--- config.mk ---
export PLATFORM = sky130hd
export DESIGN_NAME = decode_stage
export DESIGN_NICKNAME = d
export VERILOG_FILES = /design/src/rtl/decode_stage.sv
export SDC_FILE = /design/constraint.sdc
export NUM_CORES = 1
export LEC_CHECK = 0
export BUFFER_PORTS_ARGS = -buffer_cell sky130_fd_sc_hd__buf_2
export CORE_UTILIZATION = 40
export DETAILED_ROUTE_END_ITERATION = 7
export GPL_TIMING_DRIVEN = 1
export PLACE_DENSITY = 0.73
export SLEW_MARGIN = 20
export SYNTH_ARGS = -nofsm -noshare
export SYNTH_HDL_FRONTEND = slang
export SYNTH_SLANG_ARGS = --single-unit
--- constraint.sdc ---
create_clock -name clk -period 2.7 [get_ports clk]
set_input_delay 0.81 -clock clk [delete_from_list [all_inputs] [get_ports clk]]
set_output_delay 0.81 -clock clk [all_outputs]
set_load 0.02 [all_outputs]
--- src/rtl/decode_stage.sv ---
// rtl/decode_stage.sv - single-stage instruction decoder with load-use interlock and flush
// Decodes one instruction into a registered control bundle behind a valid/ready handshake.
module decode_stage #(
   parameter int DATA_W = 32,
   parameter int ADDR_W = 5
) (
   input  logic              clk,
   input  logic              rst_n,
   input  logic              in_valid,
   output logic              in_ready,
   input  logic [DATA_W-1:0] in_instr,
   input  logic              flush,
   output logic              rf_en,
   output logic [ADDR_W-1:0] rf_addr1,
   output logic [ADDR_W-1:0] rf_addr2,
   output logic              out_valid,
   input  logic              out_ready,
   output logic [ADDR_W-1:0] out_rd,
   output logic [DATA_W-1:0] out_imm,
   output logic [3:0]        out_alu_op,
   output logic              out_use_imm,
   output logic              out_wr_en,
   output logic              out_mem_rd,
   output logic              out_mem_wr,
   output logic              out_branch,
   output logic              out_illegal
);

   localparam logic [5:0] OP_R     = 6'h00;
   localparam logic [5:0] OP_ADDI  = 6'h01;
   localparam logic [5:0] OP_LOAD  = 6'h02;
   localparam logic [5:0] OP_STORE = 6'h03;
   localparam logic [5:0] OP_BEQ   = 6'h04;

   logic [5:0]        opcode;
   logic [ADDR_W-1:0] rd, rs1, rs2;
   logic [DATA_W-1:0] d_imm;
   logic [3:0]        d_alu_op;
   logic              d_use_imm, d_wr_en, d_mem_rd, d_mem_wr, d_branch, d_illegal;
   logic              use_rs1, use_rs2;
   logic              load_use, accept;

   assign opcode = in_instr[31:26];
   assign rd     = in_instr[21 +: ADDR_W];
   assign rs1    = in_instr[16 +: ADDR_W];
   assign rs2    = in_instr[11 +: ADDR_W];
   assign d_imm  = {{(DATA_W-16){in_instr[15]}}, in_instr[15:0]};

   always_comb begin
      d_alu_op  = 4'd0;
      d_use_imm = 1'b0;
      d_wr_en   = 1'b0;
      d_mem_rd  = 1'b0;
      d_mem_wr  = 1'b0;
      d_branch  = 1'b0;
      d_illegal = 1'b0;
      use_rs1   = 1'b0;
      use_rs2   = 1'b0;
      case (opcode)
         OP_R: begin
            d_alu_op = in_instr[3:0];
            d_wr_en  = 1'b1;
            use_rs1  = 1'b1;
            use_rs2  = 1'b1;
         end
         OP_ADDI: begin
            d_use_imm = 1'b1;
            d_wr_en   = 1'b1;
            use_rs1   = 1'b1;
         end
         OP_LOAD: begin
            d_use_imm = 1'b1;
            d_wr_en   = 1'b1;
            d_mem_rd  = 1'b1;
            use_rs1   = 1'b1;
         end
         OP_STORE: begin
            d_use_imm = 1'b1;
            d_mem_wr  = 1'b1;
            use_rs1   = 1'b1;
            use_rs2   = 1'b1;
         end
         OP_BEQ: begin
            d_alu_op = 4'd1;
            d_branch = 1'b1;
            use_rs1  = 1'b1;
            use_rs2  = 1'b1;
         end
         default: d_illegal = 1'b1;
      endcase
   end

   // A held load whose result the incoming instruction reads must leave before it is accepted.
   assign load_use = out_valid & out_mem_rd & (out_rd != '0) & in_valid &
                     ((use_rs1 & (rs1 == out_rd)) | (use_rs2 & (rs2 == out_rd)));

   assign in_ready = rst_n & (~out_valid | out_ready) & ~load_use & ~flush;
   assign accept   = in_valid & in_ready;
   assign rf_en    = accept;
   assign rf_addr1 = rs1;
   assign rf_addr2 = rs2;

   always_ff @(posedge clk or negedge rst_n) begin
      if (!rst_n) begin
         out_valid   <= 1'b0;
         out_rd      <= '0;
         out_imm     <= '0;
         out_alu_op  <= 4'd0;
         out_use_imm <= 1'b0;
         out_wr_en   <= 1'b0;
         out_mem_rd  <= 1'b0;
         out_mem_wr  <= 1'b0;
         out_branch  <= 1'b0;
         out_illegal <= 1'b0;
      end else if (flush) begin
         out_valid <= 1'b0;
      end else if (accept) begin
         out_valid   <= 1'b1;
         out_rd      <= rd;
         out_imm     <= d_imm;
         out_alu_op  <= d_alu_op;
         out_use_imm <= d_use_imm;
         out_wr_en   <= d_wr_en;
         out_mem_rd  <= d_mem_rd;
         out_mem_wr  <= d_mem_wr;
         out_branch  <= d_branch;
         out_illegal <= d_illegal;
      end else if (out_ready) begin
         out_valid <= 1'b0;
      end
   end

endmodule

==> flow_metrics.env <==
export IMPL_status="finished, violations left"
export IMPL_violations="setup timing"
export IMPL_vdd_drop_max_mv=0.3351
export IMPL_clk_latency_ns=0.28
export IMPL_pin_count=97
export IMPL_post_synth_top_count_cell="dfrtp_1"
export IMPL_final_area_um2=2462
export IMPL_h_tree_depth=2
export IMPL_p_total_w=0.001541
export IMPL_ys_types=30
export IMPL_hold_viol_final=0
export IMPL_r2r_cells=6
export IMPL_setup_viol=2
export IMPL_wire_per_inst_um=13.80
export IMPL_tritoncts="done"
export IMPL_first_pass_iters=3
export IMPL_dieArea_um2=4802
export IMPL_ant_nets=0
export IMPL_grt_ovfl_total=0
export IMPL_min_from="out_imm[3]"
export IMPL_drt_iter0_markers=45
export IMPL_synth_edff_count=0
export IMPL_drive_above_1_share_pct=72.53
export IMPL_wirelength_um=3933
export IMPL_vias=1353
export IMPL_synthTopCellsByCount="dfrtp_1 (32), mux2_4 (27), buf_4 (26)"
export IMPL_placed_cell_area_um2=2136
export IMPL_setup_slack_ns=-0.05570
export IMPL_gp_congestion=0.7829
export IMPL_maxCapViolCount=0
export IMPL_clock_skew_ns=0.005257
export IMPL_crit_path_end_kind="output pin"
export IMPL_antenna_found_initial=0
export IMPL_drc=0
export IMPL_period_needed_ns=2.756
export IMPL_relSlewSlack_pct=55.82
export IMPL_cellPowerDensity_nw_per_um2=625.9
export IMPL_die_h_um=69.30
export IMPL_place_ws_ns=-0.06570
export IMPL_grt_pass1_vias=1305
export IMPL_rows=24
export IMPL_cts_root_buf="clkbuf_8"
export IMPL_numCtsBuffers=5
export IMPL_layout_area_overhead_vs_synth_pct=35.91
export IMPL_ys_warn_count=0
export IMPL_coreArea_um2=4354
export IMPL_start_kind="input port"
export IMPL_worstPathArrival_ns=1.95
export IMPL_dp_hpwl_um=2688
export IMPL_p_leak_nw=1.298
export IMPL_portBuffers=96
export IMPL_grt_pass1_wl_um=6168
export IMPL_die_w_um=69.30
export IMPL_cp_slowest_cell="or3_4"
export IMPL_path_cells="buf_8 > nor3_4 > nand2_2 > or3_4 > o21ba_4 > buf_6"
export IMPL_seq_area_frac_synth_pct=44.20
export IMPL_rr_endpoint="out_rd[4]"
export IMPL_dominantRegCellSynth="dfrtp_1"
export IMPL_whs_endpoint="out_imm[3]"
export IMPL_syn_inst=138
export IMPL_hold_class="flip-flop to flip-flop"
export IMPL_synth_seq_cells=32
export IMPL_cts_buffer_depth=2
export IMPL_r2r_slack_ns=0.30
export IMPL_synth_top_area_share_pct=44.20
export IMPL_rsz0062_at_grt="yes"
export IMPL_synth_area_um2=1812
export IMPL_max_freq_ghz=0.3629
export IMPL_cts_clk_slew_worst_paths_ns=0.06
export IMPL_track_usage_pct=16.64
export IMPL_tightest_slew_ns=0.6567
export IMPL_synth_top_area_cell="dfrtp_1"
export IMPL_drv_slew=0
export IMPL_start_util_pct=41.61
export IMPL_worst_path_largest_cell_delay_ns=0.36
export IMPL_finalCoreUtilization_pct=56.55
export IMPL_cp_required_ns=1.89
export IMPL_hold_path_cell_count=1
export IMPL_async_flop_share_pct=100.0
export IMPL_nNetsFinal=269
export IMPL_crit_path_max_fanout=3
export IMPL_clock_sinks=32
export IMPL_regToRegStartpoint="out_rd[1]"
export IMPL_syn_avg_cell_area_um2=13.13
export IMPL_antennaDiodeCount=0
export IMPL_synth_fp_nets=175
export IMPL_grt_max_degree=33
export IMPL_min_period_over_period_pct=102.1
export IMPL_vias_per_cell=4.747
export IMPL_path_class="input port to output pin"
export IMPL_synthTopCellsByArea="dfrtp_1 (44%), mux2_4 (22%), buf_4 (11%), xor2_1 (5.3%), buf_12 (3.3%)"
## per-layer routing
metal  track usage, %  part of all wire (%)  up-vias
met5                0                     0        -
met4            7.256                   2.5        0
met3            4.942                   6.3       11
met2            27.72                    50       62
met1            19.85                    42      650
li1                 -                     -      630
## worst max-delay path: cells and delay by family
| family | cells | cell delay [ns] |
|---|---|---|
| AO/OA/AOI/OAI | 1 | 0.24 |
| buffers and inverters | 2 | 0.22 |
| AND/OR/NAND/NOR | 3 | 0.66 |
## layout make-up
| type | count | area, um2 |
|---|---|---|
| clock buffer | 6 | 82.58 |
| clock inverter | 2 | 10.01 |
| fill | 356 | 1892 |
| inverter | 2 | 7.507 |
| multi-input combinational | 74 | 814.5 |
| sequential | 32 | 803.3 |
| tap | 52 | 65.06 |
| timing repair buffer | 117 | 679.4 |
## sequential cells by signal, indices dropped and copies added, names as in the netlist
name,count
out_rd,5
out_mem_wr,1
out_imm,16
out_mem_rd,1
out_valid,1
out_illegal,1
out_alu_op,4
out_branch,1
out_use_imm,1
out_wr_en,1
## cell families (layout without fill, tap and decap cells)
| logic type | Yosys count | in the layout | synth area share (%) |
|---|---|---|---|
| compound gates | 7 | 7 | 2.556 |
| mux | 30 | 30 | 24.17 |
| buf+inv | 32 | 127 | 15.12 |
| simple gates | 26 | 26 | 8.634 |
| xor+xnor | 11 | 11 | 5.318 |
| flops | 32 | 32 | 44.20 |
## timing repair
action | in CTS | in global routing
endpoints found under the setup margin | 2 | 3
gates resized for setup | 7 | 24
gates cloned | 0 | 0
hold endpoints to repair | 0 | 0
buffers inserted | 14 | 1
hold buffers | 0 | 0
pin swaps | 4 | 7
## cell usage in the layout (no fill, tap or decap), types with 2 or more instances in the layout
| cell type | Yosys | routed |
|---|---|---|
| dfrtp_2 | 0 | 2 |
| inv_1 | 2 | 2 |
| mux2_4 | 27 | 27 |
| nor2_1 | 6 | 4 |
| buf_8 | 0 | 2 |
| buf_4 | 26 | 22 |
| buf_2 | 0 | 90 |
| buf_6 | 1 | 3 |
| mux2_2 | 2 | 2 |
| xor2_1 | 11 | 9 |
| clkinv_2 | 0 | 2 |
| and3_1 | 4 | 4 |
| dfrtp_1 | 32 | 30 |
| o21ai_1 | 0 | 2 |
| clkbuf_8 | 0 | 6 |
## through the flow
step | TNS, ns | instances | hold WS [ns]
floorplan | 0 | 138 | 0.5144
global placement | -0.1882 | 262 | 0.4891
detailed placement | -0.1650 | 262 | 0.4870
CTS | -0.05148 | 284 | 0.5092
global route | -0.1636 | 285 | 0.5274
finish | -0.05722 | 285 | 0.5038
## power breakdown
group | internal [W] | switching [W]
clock | 0.000203 | 0.000170
combinational | 0.000244 | 0.000306
sequential | 0.000552 | 0.0000665
total | 0.000999 | 0.000542
## how the worst max path moves through the flow
stage / end / from / slack (ns)
final: rf_en / in_instr[31] / -0.06
after global routing: rf_en / in_instr[31] / -0.09
after CTS: rf_en / in_instr[30] / -0.03
after detailed placement: rf_en / in_instr[26] / -0.07
after global placement: in_ready / in_instr[27] / -0.07
after floorplan: rf_en / in_instr[29] / 0.04
(Power assumes the default switching activity.)
